**src/rtl/zapper_pkg.sv**
```systemverilog
// zapper_pkg: state type and default tuning constants shared by the light-gun controller
package zapper_pkg;
    localparam int DEBOUNCE_DEFAULT = 250000;
    localparam int HIT_DEFAULT      = 64;
    typedef enum logic [2:0] {IDLE, ARM, BLACK, TARGET, RESULT, HOLDOFF} state_t;
endpackage

```
**src/rtl/sync_debounce.sv**
```systemverilog
// sync_debounce: 2-flop synchronizer followed by a stable-time debouncer
// clk/reset: clock, async active-low reset; din: raw async input; dout: debounced level
module sync_debounce
    import zapper_pkg::*;
#(
    parameter int CYCLES = DEBOUNCE_DEFAULT,
    parameter int CNT_W  = 18
) (
    input  logic clk,
    input  logic reset,
    input  logic din,
    output logic dout
);
    logic s1, s2;
    logic [CNT_W-1:0] cnt;
    // cnt counts consecutive cycles where the synchronized input disagrees with dout
    always_ff @(posedge clk or negedge reset)
        if (!reset) begin
            s1   <= 1'b0;
            s2   <= 1'b0;
            cnt  <= '0;
            dout <= 1'b0;
        end else begin
            s1 <= din;
            s2 <= s1;
            if (s2 == dout)
                cnt <= '0;
            else if (cnt == CNT_W'(CYCLES - 1)) begin
                cnt  <= '0;
                dout <= s2;
            end else
                cnt <= cnt + 1'b1;
        end
endmodule

```
**src/rtl/zapper_ctrl.sv**
```systemverilog
// zapper_ctrl: light-gun shot sequencer (black frame, target frame, hit/miss scoring)
// clk/reset: pixel clock, async active-low reset; trigger/detect: raw async gun inputs
// vsync (active-low)/valid: VGA timing; flash_black/flash_target: frame overrides
// hit/miss: one-cycle result pulses; busy: shot in progress
module zapper_ctrl
    import zapper_pkg::*;
#(
    parameter int DEBOUNCE_CYCLES = DEBOUNCE_DEFAULT,
    parameter int HIT_THRESHOLD   = HIT_DEFAULT,
    parameter int CNT_W           = 18
) (
    input  logic clk,
    input  logic reset,
    input  logic trigger,
    input  logic detect,
    input  logic vsync,
    input  logic valid,
    output logic flash_black,
    output logic flash_target,
    output logic hit,
    output logic miss,
    output logic busy
);
    state_t state;
    logic trig_db, trig_q, det_s1, det_s2, vs_q, cheat;
    logic shot, frame_start, lit_px, hit_ok;
    logic [CNT_W-1:0] light, light_nxt;

    sync_debounce #(.CYCLES(DEBOUNCE_CYCLES), .CNT_W(CNT_W)) u_trig (
        .clk(clk), .reset(reset), .din(trigger), .dout(trig_db)
    );

    assign shot        = trig_db & ~trig_q;
    assign frame_start = vs_q & ~vsync;
    assign lit_px      = valid & det_s2;
    // saturating increment; the score uses the post-increment value so the last pixel counts
    assign light_nxt   = light + CNT_W'(lit_px & ~&light);
    assign hit_ok      = ~cheat & (light_nxt >= CNT_W'(HIT_THRESHOLD));

    always_ff @(posedge clk or negedge reset)
        if (!reset) begin
            state        <= IDLE;
            trig_q       <= 1'b0;
            det_s1       <= 1'b0;
            det_s2       <= 1'b0;
            vs_q         <= 1'b1;
            cheat        <= 1'b0;
            light        <= '0;
            flash_black  <= 1'b0;
            flash_target <= 1'b0;
            hit          <= 1'b0;
            miss         <= 1'b0;
            busy         <= 1'b0;
        end else begin
            det_s1 <= detect;
            det_s2 <= det_s1;
            vs_q   <= vsync;
            trig_q <= trig_db;
            hit    <= 1'b0;
            miss   <= 1'b0;
            case (state)
                IDLE:
                    if (shot) begin
                        state <= ARM;
                        busy  <= 1'b1;
                    end
                ARM:
                    if (frame_start) begin
                        state       <= BLACK;
                        flash_black <= 1'b1;
                        cheat       <= 1'b0;
                    end
                BLACK: begin
                    // any light during the black frame means the sensor is not looking at the screen
                    if (lit_px)
                        cheat <= 1'b1;
                    if (frame_start) begin
                        state        <= TARGET;
                        flash_black  <= 1'b0;
                        flash_target <= 1'b1;
                        light        <= '0;
                    end
                end
                TARGET: begin
                    light <= light_nxt;
                    if (frame_start) begin
                        state        <= RESULT;
                        flash_target <= 1'b0;
                        hit          <= hit_ok;
                        miss         <= ~hit_ok;
                    end
                end
                RESULT:
                    state <= HOLDOFF;
                HOLDOFF:
                    if (!trig_db) begin
                        state <= IDLE;
                        busy  <= 1'b0;
                    end
                default:
                    state <= IDLE;
            endcase
        end
endmodule
```
**config.mk**
```make
export PLATFORM = sky130hd
export DESIGN_NAME = zapper_ctrl
export DESIGN_NICKNAME = d
export VERILOG_FILES = /design/src/rtl/zapper_pkg.sv /design/src/rtl/sync_debounce.sv /design/src/rtl/zapper_ctrl.sv
export SDC_FILE = /design/constraint.sdc
export NUM_CORES = 1
export LEC_CHECK = 0
export ABC_AREA = 1
export CAP_MARGIN = 40
export CELL_PAD_IN_SITES_DETAIL_PLACEMENT = 0
export CELL_PAD_IN_SITES_GLOBAL_PLACEMENT = 1
export CORE_ASPECT_RATIO = 1.1
export CORE_MARGIN = 2
export CORE_UTILIZATION = 45
export CTS_BUF_LIST = sky130_fd_sc_hd__clkbuf_16
export DETAILED_ROUTE_END_ITERATION = 8
export HOLD_SLACK_MARGIN = 0.03
export PLACE_DENSITY = 0.75
export SLEW_MARGIN = 0
export SYNTH_ARGS = -nofsm -noshare
export SYNTH_HDL_FRONTEND = slang
export SYNTH_SLANG_ARGS = --single-unit
```
**constraint.sdc**
```tcl
create_clock -name clk -period 2.45 [get_ports clk]
set_input_delay 0.3675 -clock clk [delete_from_list [all_inputs] [get_ports clk]]
set_output_delay 0.3675 -clock clk [all_outputs]
set_load 0.05 [all_outputs]
```
==> summary.txt <==
result of the run - finished, final reports clean
Starting Density - 46.4%
sum of internal, switching and leakage power - 2.34 mW
GR Util All Layers - 20.9%
complex-gate fraction of the synthesized area - 8.59%
top cell type's share of synthesized area - 44.7%
cts bufs inserted - 5
area added between synthesis and finish - 25.6%
maximum number of pins on one net before global-route repair - 36
post-synth top area cell - sky130_fd_sc_hd__dfrtp_1
number of placed cells counting well taps - 483
area of the mapped netlist - 2860 um^2
synth warn - 0
cell class contributing the biggest share of worst-path delay - simple AND/OR/NAND/NOR gates
Routed Antenna Nets - 0
via count of the first global-routing pass - 2501
Synth Register Bits - 52
wire length of the first global-routing pass - 11.2 mm
TritonCTS clock tree - yes
data arrival time of the worst path - 2.65 ns
total overflow reported by the global router - 0
xor/xnor cell area share of the yosys netlist - 2.41%
total detailed-routing wirelength - 6.62 mm
clock sink total - 52
leakage - 1.67 nW
die area - 7000 um^2
Req. time, crit path - 2.68 ns
biggest regs - light x18, u_trig.cnt x18, state x3
nets in the synthesized netlist - 373
ratio of routed vias to standard cells - 4.98
Non-Filler Instances - 498
number of nets in the layout - 426
clock tree root buffer cell - sky130_fd_sc_hd__clkbuf_16
power spent charging and discharging nets - 0.804 mW
metal2 WL - 3.51 mm
latest clock arrival within the worst-skew pair - 0.29 ns
share of total power in combinational logic - 27.7%
normalized max-slew margin - 67.3%
number of buffers on the longest clock path - 2
number of I/O pins - 11
level count of the clock H-tree - 2
critical path buffer and inverter count - 4
cells along the critical path - nand2_2, nor2_2, nand2_2, inv_1, a41oi_2, ha_2, ha_4, buf_6, inv_4, nor2_4, nand2_4, buf_6, o21ai_2, nand2_1, nand3_1, nor2_1, nand2_1, nand2_1, nor2_1
power density over cell area - 654 nW/um^2
placed wire-length estimate - 4.92 mm
post-route minimum period - 2.43 ns
most common cell after layout, fill and taps aside - sky130_fd_sc_hd__nand2_1
highest routed layer - met4
buffers added on ports - 10
capturing element type of the critical path - flop
clock slew at reported path FFs - 0.07 ns
share of power burned in registers - 43.0%
Post-Route Skew - 0.00290 ns
adder-cell share of the synthesized area - 1.31%
area of the placeable core - 6160 um^2
fraction of layout instances using a drive strength above 1 - 24.4%
critical path peak fanout - 5
syn_area_per_cell - 7.84 um^2
RSZ-0062 raised after global routing - yes
largest cells by area after synthesis - sky130_fd_sc_hd__dfrtp_1 45%, sky130_fd_sc_hd__nand2_1 11%, sky130_fd_sc_hd__nor2_1 6.6%
classification of the worst setup path - reg2reg
dominant combinational cell family by area after synthesis - simple AND/OR/NAND/NOR gates
sequential area share after synthesis - 45.6%
Util after Layout - 58.3%
drt wl/cell - 13.3 um
Int Power - 1.54 mW
routed wire length on met3 - 117 um
detailed-route via count - 2479
achievable clock frequency - 0.412 GHz
standard-cell row count - 30
most used cells in the layout excluding fill and tap cells - 75 x sky130_fd_sc_hd__nand2_1, 51 x sky130_fd_sc_hd__dfrtp_1, 48 x sky130_fd_sc_hd__nor2_1
final period utilization - 99.1%
M1 wire length - 2.87 mm
transition time at the pin with the least slew margin - 0.488 ns
Peak VDD IR - 0.371 mV
kind of start point of the critical path - flop
Die Y-Extent - 87.5 um
detailed-router iteration count before antenna repair - 4
switching power share of the total - 34.3%
number of failing setup endpoints in the final timing report - 0
final antenna diode count - 0
antenna violations before repair - 0
portion of netlist area occupied by mux cells - 0.394%
die width - 80.0 um
cell mode on critical path - sky130_fd_sc_hd__nand2_1
number of violations reported at the end of detailed-routing iteration 0 - 104
count of final hold-check violations - 0
count of pins over their slew limit - 0
final weighted congestion of routability-driven global placement - 0.805
synthesized instance count - 364
Synth cell types - 41
share of total power in the clock network - 29.3%
Hold Path Class - reg2reg
largest incremental delay on the critical path - 0.41 ns
DRC violations left - 0
Maximum Capacitance Violations - 0
cell type of the slowest stage on the worst timing path - sky130_fd_sc_hd__dfrtp_1
Synth Area in Simple Gates - 34.2%
[synth_stat cells (all sizes together)]
cell and instances:
a211oi 2, mux2 1, a311oi 1, or2 1, o211ai 1, clkbuf 1
xor2 6, dfrtp 51, nand3 24, ha 3, nor3b 2, nor3 7
nand4 10, inv 52, a22oi 2, dfstp 1, nor4 3, nand3b 1
a41oi 1, o22ai 5, a31oi 1, o22a 1, nor2 65, clkinv 1
a21oi 10, buf 1, xnor2 1, o21ai 18, nand2 91
[power by group through the flow]
stage / combinational, mW / clock, mW / sequential, mW
floorplan: 0.354 / 0 / 1.07
global placement: 0.619 / 0 / 1.02
detailed placement: 0.624 / 0 / 1.02
CTS: 0.632 / 0.703 / 1.00
global route: 0.729 / 0.742 / 1.02
finish: 0.649 / 0.688 / 1.01
[timing repair]
item / 4_1_cts / 5_1_grt
buffers inserted: 2 / 4
hold endpoints to repair: 16 / 0
gates resized for setup: 3 / 28
hold buffers: 1 / 0
setup endpoints to repair: 2 / 4
pin swaps: 3 / 19
[worst reg2reg max path: stages (launching register included)]
cell and delay [ns]:
sky130_fd_sc_hd__dfrtp_1 0.41, sky130_fd_sc_hd__nand2_2 0.10, sky130_fd_sc_hd__nor2_2 0.05, sky130_fd_sc_hd__nand2_2 0.08
sky130_fd_sc_hd__inv_1 0.07, sky130_fd_sc_hd__a41oi_2 0.20, sky130_fd_sc_hd__ha_2 0.23, sky130_fd_sc_hd__ha_4 0.15
sky130_fd_sc_hd__buf_6 0.10, sky130_fd_sc_hd__inv_4 0.03, sky130_fd_sc_hd__nor2_4 0.18, sky130_fd_sc_hd__nand2_4 0.09
sky130_fd_sc_hd__buf_6 0.12, sky130_fd_sc_hd__o21ai_2 0.11, sky130_fd_sc_hd__nand2_1 0.09, sky130_fd_sc_hd__nand3_1 0.07
sky130_fd_sc_hd__nor2_1 0.04, sky130_fd_sc_hd__nand2_1 0.11, sky130_fd_sc_hd__nand2_1 0.07, sky130_fd_sc_hd__nor2_1 0.07
[per-stage QoR]
step	setup TNS [ns]	hold WS (ns)	worst slack [ns]	area [um^2]
after floorplan	0	0.0719	0.246	2860
after CTS	0	0.362	0.00317	3470
final	0	0.358	0.0221	3590
after global placement	-0.325	0.331	-0.181	3280
after detailed placement	-0.317	0.331	-0.176	3280
after global routing	-0.221	0.363	-0.139	3590
[layout make-up]
type,count,area [um^2]
flip-flops and latches,52,1300
well taps,80,100
clock inverters,3,17.5
clock buffers,5,125
multi-input cells,257,1430
repair buffers,48,403
fillers,593,2570
inverters,53,209
[kinds of logic after synthesis]
logic type      Yosys count
xor+xnor                  7
compound gates           42
fa+ha+maj                 3
mux                       1
buf+inv                  55
simple gates            204
flops                    52
[routing by layer]
| layer | up-vias | track usage [%] |
|---|---|---|
| met4 | 0 | 6.93 |
| met5 | - | 0 |
| li1 | 1285 | - |
| met2 | 23 | 38.7 |
| met1 | 1159 | 24.4 |
| met3 | 12 | 3.51 |
[path summary, 6_finish.rpt]
path | from | to | slack (ns) | cells after the start
setup / recovery | light[9] | hit | 0.02 | 19
hold / removal | u_trig.s1 | u_trig.s2 | 0.36 | 0
setup reg to reg | light[9] | hit | 0.02 | 19
hold reg to reg | u_trig.s1 | u_trig.s2 | 0.36 | 0
max in group asynchronous | reset | u_trig.dout | 1.36 | 3
min in group asynchronous | reset | light[13] | 0.56 | 2
No activity file was read; power rests on OpenSTA's default activity.
==> patch (same settings) <==
`CNT_W` is set to 18 in 2 places; all go to 16.
--- a/src/rtl/sync_debounce.sv
+++ b/src/rtl/sync_debounce.sv
@@ -4,7 +4,7 @@
     import zapper_pkg::*;
 #(
     parameter int CYCLES = DEBOUNCE_DEFAULT,
-    parameter int CNT_W  = 18
+    parameter int CNT_W  = 16
 ) (
     input  logic clk,
     input  logic reset,
--- a/src/rtl/zapper_ctrl.sv
+++ b/src/rtl/zapper_ctrl.sv
@@ -7,7 +7,7 @@
 #(
     parameter int DEBOUNCE_CYCLES = DEBOUNCE_DEFAULT,
     parameter int HIT_THRESHOLD   = HIT_DEFAULT,
-    parameter int CNT_W           = 18
+    parameter int CNT_W           = 16
 ) (
     input  logic clk,
     input  logic reset,
Function: no difference found for any inputs over 10 cycles, from zero or initial values and one cycle with reset low; that may be too few to reach the edited logic, so the function may still have changed.
==> patch against the original RTL <==
  * Worst setup slack better by 190 ps
  * Final area is 16% lower
  * Routed wire length is 16% lower
  * Via count is 16% lower
  * Largest cell class is now sequential cells
  * Fmax is 8.5% higher
  * Highest routed layer unchanged
  * Sequential cell count is 4 lower
  * Combinational power is 18% lower
  * Area after synthesis is 13% lower
  * Cell count is 16% lower
  * Non-clock buffer count is 20 lower
  * Power is 3.9% lower
==> patch: results (changes against the original RTL) <==
- P_int: 1530 µW (-0.89%)
- Skew final: 7.09 ps (+4.19 ps)
- Met2 wire len: 2880 µm (-18%)
- Slew @ Worst Pin: 496 ps (+7.31 ps)
- Proportion of layout cells with a drive suffix above 1: 17.3% (-7.2 points)
- Placed Area: 2780 µm² (-15%)
- Combinational power share: 23.6% (-4.1 points)
- Fin nets: 350 (-18%)
- Post-CTS Resized: 0 (-3)
- DP Wirelength: 4220 µm (-14%)
- Synth top cells by count: nand2_1 (65), dfrtp_1 (47), inv_1 (41)
- Clock share of power: 34.9% (+5.6 points)
- Power Total: 2250 µW (-3.9%)
- Adder-Cell Fraction of Synth Area: 1.52% (+0.20 points)
- Total Routing Usage GR: 20.1% (-0.76 points)
- Max incr delay on CP: 460 ps (+50 ps)
- Result of the run: finished clean
- Met1 wire length: 2520 µm (-12%)
- Crit path DAT: 2410 ps (-240 ps)
- Synth Net Count: 316 (-15%)
- WL final: 5560 µm (-16%)
- Post-synthesis mux area share: 0% (-0.39 points)
- DR vias/cell: 4.99 (+0.25%)
- Compound-Gate Fraction of Synth Area: 10.7% (+2.1 points)
- Global-route wire length before repair: 9230 µm (-18%)
- Setup Fix Bufs, Post-CTS: 0 (-2)
- Static leakage: 0.00130 µW (-22%)
- Met2 Resource Use GR: 35.1% (-3.6 points)
- Share of the yosys chip area belonging to registers: 48.6% (+3.0 points)
- Fill count: 517 (-13%)
- Largest registers: light x16, u_trig.cnt x16, state x3
- Yosys cell types: 35 (-15%)
- GPL Wtd Cong: 0.847 (+5.2%)
- Metal3 WL: 90 µm (-23%)
- 1st-iter DRT viols: 136 (+31%)
- GRT met1 Usage: 25.9% (+1.5 points)
- Top area cells in the synthesized netlist: dfrtp_1 (48%), nand2_1 (9.9%), inv_1 (6.2%)
patch: changes by cell type in the layout (fill, tap and decap cells not counted), sizes merged, moves of 2 or more:
cell / unedited run / this run
a211oi: 2 / 0
nor4: 3 / 1
o22ai: 5 / 3
a21oi: 10 / 13
dfrtp: 51 / 47
nor2: 65 / 51
nand3: 24 / 21
buf: 38 / 18
inv: 55 / 43
nand2: 91 / 70
patch: per-stage QoR:
stage | setup WS (ps) | TNS [ps] | cells
2_1_floorplan | 376 | 0 | 307
5_1_grt | -17.1 | -17.1 | 417
3_5_place_dp | -84.7 | -127 | 405
4_1_cts | 124 | 0 | 414
3_3_place_gp | -39.8 | -43.2 | 404
6_report | 213 | 0 | 417
patch: worst paths after layout:
| check | start | to | slack (ps) | cells past startpoint |
|---|---|---|---|---|
| setup / recovery | light[2]$_DFFE_PN0P_ | hit$_DFF_PN0_ | 210 | 15 |
| hold / removal | u_trig.s1$_DFF_PN0_ | u_trig.s2$_DFF_PN0_ | 350 | 0 |
| setup reg to reg | light[2]$_DFFE_PN0P_ | hit$_DFF_PN0_ | 210 | 15 |
| hold reg to reg | u_trig.s1$_DFF_PN0_ | u_trig.s2$_DFF_PN0_ | 350 | 0 |
| max in group asynchronous | reset | vs_q$_DFF_PN1_ | 1420 | 3 |
| min in group asynchronous | reset | u_trig.cnt[5]$_DFF_PN0_ | 510 | 2 |
patch: layout make-up:
| class | instances | area share, % |
|---|---|---|
| Timing Repair Buffer | 28 | 8.10 |
| Inverter | 42 | 5.20 |
| Multi-Input combinational cell | 216 | 38.2 |
| Sequential cell | 48 | 39.7 |
| Clock inverter | 3 | 1.53 |
| Tap cell | 75 | 3.10 |
| Clock buffer | 5 | 4.13 |
